**config.mk**
```make
export PLATFORM = sky130hd
export DESIGN_NAME = banked_sram_ctrl
export DESIGN_NICKNAME = d
export VERILOG_FILES = /design/src/rtl/banked_sram_ctrl.sv
export SDC_FILE = /design/constraint.sdc
export NUM_CORES = 1
export LEC_CHECK = 0
export BUFFER_PORTS_ARGS = -buffer_cell sky130_fd_sc_hd__buf_2
export CORE_MARGIN = 2
export CORE_UTILIZATION = 60
export CTS_CLUSTER_SIZE = 25
export DETAILED_ROUTE_END_ITERATION = 8
export PLACE_DENSITY = 0.76
export SETUP_SLACK_MARGIN = 0.1
export SYNTH_ARGS = -nofsm -noshare
export SYNTH_HDL_FRONTEND = slang
export SYNTH_SLANG_ARGS = --single-unit
export TNS_END_PERCENT = 5
```
**constraint.sdc**
```tcl
create_clock -name clock -period 7.54 [get_ports clock]
set_input_delay 0.754 -clock clock [delete_from_list [all_inputs] [get_ports clock]]
set_output_delay 0.754 -clock clock [all_outputs]
set_load 0.02 [all_outputs]
```
**src/rtl/banked_sram_ctrl.sv**
```systemverilog
// banked_sram_ctrl: banked static RAM behind a clocked req/ack access controller
// with WAIT programmable wait states per access.
// Ports: clock, reset (async, active high), req/rw/addr/data_in (request side),
// data_out (registered read data), ack, s_ (active-low bank selects), busy,
// perr (read parity error, only when BANKED_SRAM_PARITY_EN is defined).
// Optional feature macro: BANKED_SRAM_PARITY_EN adds a stored even-parity bit per word.
module banked_sram_ctrl #(
    parameter int N    = 8,
    parameter int M    = 4,
    parameter int B    = 2,
    parameter int WAIT = 1
) (
    input  logic                clock,
    input  logic                reset,
    input  logic                req,
    input  logic                rw,
    input  logic [B+M-1:0]      addr,
    input  logic [N-1:0]        data_in,
    output logic [N-1:0]        data_out,
    output logic                ack,
    output logic [(1<<B)-1:0]   s_,
`ifdef BANKED_SRAM_PARITY_EN
    output logic                busy,
    output logic                perr
`else
    output logic                busy
`endif
);

    localparam int BANKS = 1 << B;
    localparam int DEPTH = BANKS << M;
`ifdef BANKED_SRAM_PARITY_EN
    localparam int W = N + 1;
`else
    localparam int W = N;
`endif

    typedef enum logic [1:0] {
        IDLE   = 2'd0,
        ACCESS = 2'd1,
        DONE   = 2'd2
    } state_e;

    state_e         state_q, state_d;
    logic [3:0]     cnt_q, cnt_d;
    logic [B+M-1:0] addr_q, addr_d;
    logic           rw_q, rw_d;
    logic [N-1:0]   wdata_q, wdata_d;
    logic [N-1:0]   data_out_q, data_out_d;
`ifdef BANKED_SRAM_PARITY_EN
    logic           perr_q, perr_d;
`endif

    // Storage is flat; the bank is simply the upper address field.
    logic [W-1:0]   mem [DEPTH];
    logic [W-1:0]   rd_word;
    logic [W-1:0]   wr_word;
    logic           commit;

    assign commit  = (state_q == ACCESS) && (cnt_q == 4'd0);
    assign rd_word = mem[addr_q];
`ifdef BANKED_SRAM_PARITY_EN
    // Even parity: stored word including the parity bit XORs to zero.
    assign wr_word = {^wdata_q, wdata_q};
`else
    assign wr_word = wdata_q;
`endif

    always_comb begin
        state_d    = state_q;
        cnt_d      = cnt_q;
        addr_d     = addr_q;
        rw_d       = rw_q;
        wdata_d    = wdata_q;
        data_out_d = data_out_q;
`ifdef BANKED_SRAM_PARITY_EN
        perr_d     = perr_q;
`endif
        case (state_q)
            IDLE: begin
                if (req) begin
                    addr_d  = addr;
                    rw_d    = rw;
                    wdata_d = data_in;
                    cnt_d   = 4'(WAIT);
                    state_d = ACCESS;
                end
            end
            ACCESS: begin
                if (cnt_q != 4'd0) begin
                    cnt_d = cnt_q - 4'd1;
                end else begin
                    state_d = DONE;
                    if (rw_q) begin
                        data_out_d = rd_word[N-1:0];
`ifdef BANKED_SRAM_PARITY_EN
                        perr_d     = ^rd_word;
`endif
                    end
                end
            end
            DONE: begin
                // A held req keeps us here; a new access needs req low first.
                if (!req) begin
                    state_d = IDLE;
                end
            end
            default: begin
                state_d = IDLE;
            end
        endcase
    end

    always_ff @(posedge clock or posedge reset) begin
        if (reset) begin
            state_q    <= IDLE;
            cnt_q      <= 4'd0;
            addr_q     <= '0;
            rw_q       <= 1'b0;
            wdata_q    <= '0;
            data_out_q <= '0;
`ifdef BANKED_SRAM_PARITY_EN
            perr_q     <= 1'b0;
`endif
        end else begin
            state_q    <= state_d;
            cnt_q      <= cnt_d;
            addr_q     <= addr_d;
            rw_q       <= rw_d;
            wdata_q    <= wdata_d;
            data_out_q <= data_out_d;
`ifdef BANKED_SRAM_PARITY_EN
            perr_q     <= perr_d;
`endif
        end
    end

    // Contents survive reset; a write in flight is dropped because reset
    // forces the state out of ACCESS before its commit edge.
    always_ff @(posedge clock) begin
        if (commit && !rw_q) begin
            mem[addr_q] <= wr_word;
        end
    end

    always_comb begin
        s_ = '1;
        if (state_q == ACCESS) begin
            s_[addr_q[B+M-1:M]] = 1'b0;
        end
    end

    assign ack      = (state_q == DONE);
    assign busy     = (state_q != IDLE);
    assign data_out = data_out_q;
`ifdef BANKED_SRAM_PARITY_EN
    assign perr     = perr_q;
`endif

endmodule

```
### Word level (Yosys, flattened, before mapping)

Memories as Yosys holds them, arrays and structs flattened. A register that Yosys moved wholly into a read port is not among the register bits.
Index checks and enable logic that the tools add are counted.

| cells by class | value |
|---|---|
| multiplexer cells | 12 |
| bitwise logic cells | 2 |
| $add $sub $neg | 1 |
| reductions and logical operators | 13 |
| equality and inequality tests | 6 |
| $lt $le $gt $ge | 2 |

Operator list:

| cell | number |
|---|---|
| $mux W4 | 3 |
| $reduce_and A3 Y1 | 3 |
| $pmux W4 S2 | 1 |
| $mux W2 | 3 |
| $ne A2 B2 Y1 const B | 3 |
| $pmux W2 S3 | 1 |
| $logic_not A4 Y1 | 1 |
| $not A4 Y4 | 1 |
| $reduce_bool A2 Y1 | 2 |
| $reduce_bool A4 Y1 | 1 |
| $sub A4 B1 Y4 const B | 1 |
| $logic_and A1 B1 Y1 | 3 |
| $lt A2 B3 Y1 const B | 1 |
| $mux W1 | 3 |
| $demux W1 S2 | 1 |
| $eq A2 B1 Y1 const B | 1 |
| $eq A2 B2 Y1 const B | 1 |
| $ge A2 B1 Y1 const B | 1 |
| $logic_not A2 Y1 | 1 |
| $ne A2 B1 Y1 const B | 1 |
| $reduce_and A2 Y1 | 1 |
| $logic_not A1 Y1 | 1 |
| $not A1 Y1 | 1 |

| storage, ports and cells | value |
|---|---|
| input port bits | 18 |
| register bits after elaboration | 21 |
| word-level logic and storage cells | 42 |
| output and inout bits | 14 |
| memories kept | 1 |
| RAM bits | 512 |

Memories:

| memory | depth | width | rd ports | clocked after memory_dff | wr ports | RTL line | text |
|---|---|---|---|---|---|---|---|
| mem | 64 | 8 | 1 | 1 | 1 | 55 | `logic [W-1:0] mem [DEPTH];` |

### Longest topological paths before layout

Gate-level depths: netlist of the first run.

| depth | value |
|---|---|
| depth in word-level cells | 6 |
| depth in mapped cells | 9 |
| depth with buffers taken out | 7 |

### Worst setup path after synthesis of the first run

Ideal clock, no wire load.

| timing | value |
|---|---|
| kind | flip-flop to flip-flop |
| from | register addr_q[2] |
| to | memory mem[14][0] (netlist name), enable pin |
| data arrival time | 2.122 ns |
| path buffers | 3 |
| library setup time | 0.370 ns |
| clock period less this slack | 2.492 ns |
| stages on the path, launching flop included | 8 |
| setup slack | 5.048 ns |
| required time | 7.170 ns |
| path through | dfrtp_1 -> buf_2 -> buf_2 -> clkinv_1 -> clkbuf_1 -> nor3_1 -> nand2_1 -> nor2_1 |

RTL lines:

| what | RTL line | text |
|---|---|---|
| from (decl) | 46 | `logic [B+M-1:0] addr_q, addr_d;` |
| from (signal assigned) | 128 | `addr_q <= addr_d;` |
| to (decl) | 55 |  |

No word-level cell before the write port.

==> metrics.md, run 1 <==
| Metric | Value |
|---|---|
| Max IR drop VDD | 0.000263 V |
| Max Cap Violations | 0 |
| Register area | 16,100 um2 |
| Deepest clock path buffer count | 3 |
| Largest area contributor in the netlist | edfxtp_1 |
| Fin crit period | 3720 ps |
| Synth Flop Type | edfxtp_1 |
| R2r startpoint | addr_q[1]$_DFFE_PP0P_ |
| CTS tree | done |
| Initial Util | 60.4% |
| CTS sink count | 541 |
| Grt ovf | 0 |
| Skew final | 24.8 ps |
| Net Sw Frac | 34.2% |
| Die ar. | 37,100 um2 |
| Num ports | 32 |
| DR vias/cell | 6.88 |
| Synth warn | 0 |
| Avg Inst Size Synth | 18.0 um2 |
| Post-synthesis xor/xnor area fraction | 0.0410% |
| Die H | 193 um |
| Antenna diodes | 0 |
| Crit end category | register |
| Most common cell in the synthesized netlist | edfxtp_1 |
| Antenna Nets Post-Route | 0 |
| Sum Neg Setup Slack | 0 ps |
| Vias | 11,832 |
| Yosys top cell area share | 72.0% |
| Reg2Reg Depth | 6 |
| Max FO, Critical Path | 46 |
| CP Class | register to register |
| Syn Inst Count | 1,189 |
| Logic gate share of total power | 28.6% |
| Core Box Area | 35,300 um2 |
| Root Driver | clkbuf_16 |
| Ys async rst share | 5.36% |
| Reg power frac | 44.9% |
| Total Routing Usage GR | 29.1% |
| Clk pwr share | 26.4% |
| Layout cells sized above 1 | 17.8% |
| Clock latency on the worst-skew pair | 570 ps |
| Remaining DRCs | 0 |
| Final setup fails | 0 |
| Pwr Density | 396 nW/um2 |
| Compound-Gate Fraction of Synth Area | 6.55% |
| Rel. slew slack | 25.1% |
| Pre-Repair DR Iteration Count | 6 |
| First-pass GRT wire length | 76.6 mm |
| Static Leak | 7.55 nW |
| Post-synth net total | 1,209 |
| Req. time, crit path | 7980 ps |
| Largest family of logic cells by synthesized area | multiplexers |
| RSZ-0062 raised after global routing | no |
| Cts bufs inserted | 51 |
| RePlAce Congestion | 0.946 |
| Final #Nets | 1,240 |
| Post-synthesis mux area share | 11.2% |
| Sw power | 3.18 mW |
| Final worst slack | 3820 ps |
| Wire per inst | 30.8 um |
| Initial antenna violation count | 0 |
| Placement Setup Slack | 3880 ps |
| Syn Std Cell Area | 21,300 um2 |
| HP Class | primary input to async pin |
| Top post-synthesis cells by area | edfxtp_1 72%, mux4_2 5.1%, mux2i_1 4.4% |
| #FFs+latches synth | 541 |
| Final Max Tran Viols | 0 |
| Status | finished clean |
| Crit path launch | addr_q[1]$_DFFE_PP0P_ |
| Largest net degree at the start of global routing | 157 |
| Sequential fraction of the synthesis area | 75.4% |
| Port Buffers | 31 |
| Top cells by count, synth | 512 x edfxtp_1, 93 x mux2i_1, 74 x nor2_1, 48 x mux4_2, 46 x nand2_1 |
| Post-synth EDFFs | 512 |
| # rows | 69 |
| # hold bufs at CTS | 0 |
| Final worst path period share | 49.4% |
| First DRT Iteration DRCs | 1,887 |
| Post-DP HPWL | 31.6 mm |
| Deepest level of the CTS H-tree | 2 |
| Crit start category | register |
| Fill cells | 2,228 |
| Cts repair resizes | 0 |
| Setup Fix Bufs, Post-CTS | 0 |
| Die Span X | 193 um |
| Slew at the pin closest to its max-slew limit | 1120 ps |
| Vias in the first global route | 11,402 |
| Simple logic cell fraction of the synthesized area | 4.90% |
| Max frequency | 269 MHz |
| Library cells used by synthesis | 65 |
| Synth Area in Adders | 0.117% |
| Reg-to-reg slack, setup | 3820 ps |
| Post-route cell area | 23,500 um2 |
| Internal power | 6.13 mW |
| Layout area overhead | 10.2% |
| Clk slew on worst S/H paths | 60 ps |
| Worst EP arrival | 4170 ps |
| Routed WL | 52.9 mm |
| Multi-input logic area | 4870 um2 |
| Final hold viol count | 0 |
| Worst reg2reg endpoint | data_out[3]$_DFFE_PP0P_ |
| Post-DP Area | 21,900 um2 |
-- flip-flops by register name, summed over array words and instances, names as in the netlist --
signal	flops
mem	512
data_out	8
wdata_q	8
addr_q	6
cnt_q	4
state_q	2
rw_q	1
-- kinds of logic (layout without fill, tap and decap cells) --
logic type                 after synthesis  count (layout)
buffers and inverters                   82             153
AOI/OAI and AO/OA                      184             184
xor gates and xnor gates                 1               1
and+or+nand+nor                        208             208
DFF                                    541             541
adders and majority gates                2               2
muxes                                  171             171
-- cells in the final DEF (no fill, tap or decap), types with 10 or more instances in the layout --
| cell type | count |
|---|---|
| a221oi_1 | 33 |
| buf_4 | 21 |
| nand2_1 | 46 |
| edfxtp_1 | 512 |
| a21oi_1 | 17 |
| mux2_2 | 28 |
| a22oi_1 | 30 |
| mux4_2 | 48 |
| buf_2 | 31 |
| clkbuf_1 | 15 |
| nand3_1 | 15 |
| mux2i_1 | 93 |
| dfrtp_1 | 18 |
| o21ai_0 | 15 |
| a221o_1 | 10 |
| clkbuf_16 | 53 |
| a22o_1 | 12 |
| nor2_1 | 74 |
| a31oi_1 | 11 |
| o22ai_1 | 18 |
-- final cells by class --
cell class | instances | area share [%]
Clock inverter | 20 | 0.617
Clock buffer | 73 | 6.17
Timing Repair Buffer | 53 | 1.41
Sequential cell | 541 | 68.5
Multi-Input combinational cell | 566 | 20.7
Inverter | 7 | 0.112
Tap cell | 461 | 2.45
-- per-layer routing --
layer / up-vias / routed length, um / share of wire, % / global-route usage, %
met1: 5911 / 19600 / 37 / 41.6
met4: 0 / 2610 / 4.9 / 12.4
met5: - / 0 / 0 / 0
li1: 4887 / - / - / -
met2: 860 / 24300 / 46 / 43.7
met3: 174 / 6450 / 12 / 6.44
-- worst max-delay path: stages (launching register included) --
cell     delay [ps]
dfrtp_4         900
buf_4           620
mux4_1          650
mux2i_1         260
o22ai_1         150
or4_1           600
o32a_1          370
-- power by group through the flow --
stage          combinational [mW]  sequential [mW]  clock, mW
3_3_place_gp                 2.55             4.22          0
2_1_floorplan                1.62             4.16          0
6_report                     2.66             4.18       2.46
3_5_place_dp                 2.59             4.23          0
5_1_grt                      2.77             4.20       2.58
4_1_cts                      2.60             4.17       2.47
-- per-stage QoR --
| stage | instances | util [%] | hold WS [ps] | power (mW) |
|---|---|---|---|---|
| after CTS | 1721 | 66.6 | 280 | 9.24 |
| after global routing | 1721 | 66.6 | 309 | 9.55 |
| after floorplan | 1189 | - | 533 | 5.78 |
| after detailed placement | 1628 | 62.1 | 563 | 6.82 |
| final | 1721 | 66.6 | 271 | 9.31 |
| after global placement | 1628 | 62.1 | 551 | 6.76 |
-- worst max path at each step --
stage	depth (start not counted)	endpoint	slack, ps
2_1_floorplan	7	mem[14][0]$_DFFE_PP_	5050
3_3_place_gp	6	data_out[3]$_DFFE_PP0P_	3940
3_5_place_dp	6	data_out[3]$_DFFE_PP0P_	3880
4_1_cts	6	data_out[3]$_DFFE_PP0P_	3850
5_1_grt	6	data_out[3]$_DFFE_PP0P_	3750
6_report	6	data_out[3]$_DFFE_PP0P_	3820
Power figures use the tool's default switching activity.
==> run 2: changes to the inputs <==
Clock period 7.54 ns to 3.69 ns, I/O delays scaled along.
==> metrics.md, run 2 (synthesized netlist as in run 1, its figures left out) <==
| Metric | Value |
|---|---|
| Status | finished clean (unchanged) |
| Vias | 12,480 (was 11,832) |
| RePlAce Congestion | 0.970 (was 0.946) |
| Clk pwr share | 26.8% (was 26.4%) |
| DR vias/cell | 6.88 (about the same) |
| Max FO, Critical Path | 38 (was 46) |
| Internal power | 12.8 mW (was 6.13 mW) |
| Setup Fix Bufs, Post-CTS | 0 (unchanged) |
| Cts repair resizes | 0 (unchanged) |
| CP Class | register to register (unchanged) |
| Core Util, Final | 68.8% (was 66.6%) |
| HP Class | primary input to register (was primary input to async pin) |
| Port Buffers | 31 (unchanged) |
| Skew final | 19.3 ps (was 24.8 ps) |
| # rows | 69 (unchanged) |
| Post-route cell area | 24,300 um2 (was 23,500 um2) |
| Max IR drop VDD | 0.000584 V (was 0.000263 V) |
| Post-DP Area | 22,600 um2 (was 21,900 um2) |
| Final Max Tran Viols | 0 (unchanged) |
| Register area | 16,100 um2 (unchanged) |
| Fill cells | 2,172 (was 2,228) |
| Largest net degree at the start of global routing | 54 (was 157) |
| Deepest level of the CTS H-tree | 2 (unchanged) |
| Final setup fails | 0 (unchanged) |
| Clk slew on worst S/H paths | 60 ps (about the same) |
| Crit end category | register (unchanged) |
| Max FFs per register | 512 (unchanged) |
| Cells after DPL | 1,718 (was 1,628) |
| CTS sink count | 541 (unchanged) |
| Req. time, crit path | 3980 ps (was 7980 ps) |
| First DRT Iteration DRCs | 1,824 (was 1,887) |
| Hold WS | 13.5 ps (was 271 ps) |
| Slew at the pin closest to its max-slew limit | 1070 ps (was 1120 ps) |
| # hold bufs at CTS | 1 (was 0) |
| Total Routing Usage GR | 30.5% (was 29.1%) |
| Initial Util | 60.4% (unchanged) |
| Crit path launch | addr_q[0]$_DFFE_PP0P_ (was addr_q[1]$_DFFE_PP0P_) |
| Core Box Area | 35,300 um2 (unchanged) |
| RSZ-0062 raised after global routing | no (unchanged) |
| Wire per inst | 30.4 um (was 30.8 um) |
| Static Leak | 8.07 nW (was 7.55 nW) |
| Post-Layout Cell Count | 1,814 (was 1,721) |
| Logic gate share of total power | 27.6% (was 28.6%) |
| Layout cells sized above 1 | 24.0% (was 17.8%) |
| Net Sw Frac | 34.4% (was 34.2%) |
| Deepest clock path buffer count | 3 (unchanged) |
| Layout area overhead | 13.7% (was 10.2%) |
| Pwr Density | 803 nW/um2 (was 396 nW/um2) |
| Most frequent cells in the layout | 512 x edfxtp_1, 111 x buf_4, 93 x mux2i_1, 74 x nor2_1, 53 x clkbuf_16 (was 512 x edfxtp_1, 93 x mux2i_1, 74 x nor2_1, 53 x clkbuf_16, 48 x mux4_2) |
| R2r startpoint | addr_q[0]$_DFFE_PP0P_ (was addr_q[1]$_DFFE_PP0P_) |
| CTS tree | done (unchanged) |
| Grt ovf | 0 (unchanged) |
| First-pass GRT wire length | 80.5 mm (was 76.6 mm) |
| Reg power frac | 45.6% (was 44.9%) |
| Rel. slew slack | 28.4% (was 25.1%) |
| Commonest non-fill, non-tap cell in the layout | edfxtp_1 (unchanged) |
| Worst EP arrival | 3550 ps (was 4170 ps) |
| Sum Neg Setup Slack | 0 ps (unchanged) |
| Max Cap Violations | 0 (unchanged) |
| Final hold viol count | 0 (unchanged) |
| Sw power | 6.70 mW (was 3.18 mW) |
| Max frequency | 306 MHz (was 269 MHz) |
| Die ar. | 37,100 um2 (unchanged) |
| Die Span X | 193 um (unchanged) |
| Multi-input logic area | 4870 um2 (unchanged) |
| Final worst path period share | 88.5% (was 49.4%) |
| Post-DP HPWL | 34.5 mm (was 31.6 mm) |
| Initial antenna violation count | 1 (was 0) |
| Min-delay src | data_in[3] |
| Cts bufs inserted | 52 (was 51) |
| Final #Nets | 1,332 (was 1,240) |
| Pre-Repair DR Iteration Count | 5 (was 6) |
| Fin crit period | 3270 ps (was 3720 ps) |
| Num ports | 32 (unchanged) |
| Remaining DRCs | 0 (unchanged) |
| Register name with the most flops | mem (unchanged) |
| Routed WL | 55.1 mm (was 52.9 mm) |
| Antenna Nets Post-Route | 0 (unchanged) |
| Die H | 193 um (unchanged) |
| Vias in the first global route | 12,073 (was 11,402) |
| Crit start category | register (unchanged) |
| Root Driver | clkbuf_16 (unchanged) |
| Clock latency on the worst-skew pair | 580 ps (was 570 ps) |
run 2: cell count changes in the layout (fill, tap and decap cells not counted), sizes merged:
cell	previous run	this run
buf	53	143
bufinv	2	5
clkbuf	73	59
clkinv	17	26
diode	0	1
dlygate4sd3	0	1
inv	6	9
run 2: final timing paths:
kind,endpoint,slack (ps),cells past startpoint
worst min-delay path,wdata_q[3]$_DFFE_PP0P_,10,2
max in group asynchronous,addr_q[0]$_DFFE_PP0P_,2670,4
worst max register to register,mem[1][4]$_DFFE_PP_,420,4
worst min register to register,cnt_q[3]$_DFFE_PP0P_,600,2
worst max-delay path,mem[1][4]$_DFFE_PP_,420,4
min in group asynchronous,wdata_q[7]$_DFFE_PP0P_,330,3
run 2: critical path, stage by stage (launching register included):
cell	delay [ps]
dfrtp_4	850
nor2b_2	910
nand2_1	700
nor2_1	280
buf_4	210
run 2: through the flow:
step | power [mW] | setup WS, ps
2_1_floorplan | 11.8 | 1200
3_3_place_gp | 14.0 | 668
3_5_place_dp | 14.2 | 562
4_1_cts | 19.3 | 541
5_1_grt | 20.0 | 320
6_report | 19.5 | 425
run 2: final cells by class:
cell class	count	share of cell area (%)
Antenna cell	1	0.0103
Clock buffer	59	5.56
Clock inverter	35	1.29
Inverter	7	0.108
Multi-Input combinational cell	566	20.1
Sequential cell	541	66.4
Tap cell	461	2.38
Timing Repair Buffer	144	4.20
run 2: power groups by stage:
stage          clock [mW]  sequential, mW  combinational, mW
2_1_floorplan           0            8.51               3.31
3_3_place_gp            0            8.94               5.10
3_5_place_dp            0            8.99               5.20
4_1_cts              5.25            8.86               5.24
5_1_grt              5.49            8.94               5.58
6_report             5.22            8.89               5.37
run 2: per-layer routing:
| layer | vias up | track usage, % | routed length, um |
|---|---|---|---|
| met2 | 933 | 47.1 | 26000 |
| met5 | - | 0 | 0 |
| li1 | 5071 | - | - |
| met3 | 157 | 7.49 | 6690 |
| met1 | 6319 | 42.8 | 20300 |
| met4 | 0 | 10.9 | 2150 |
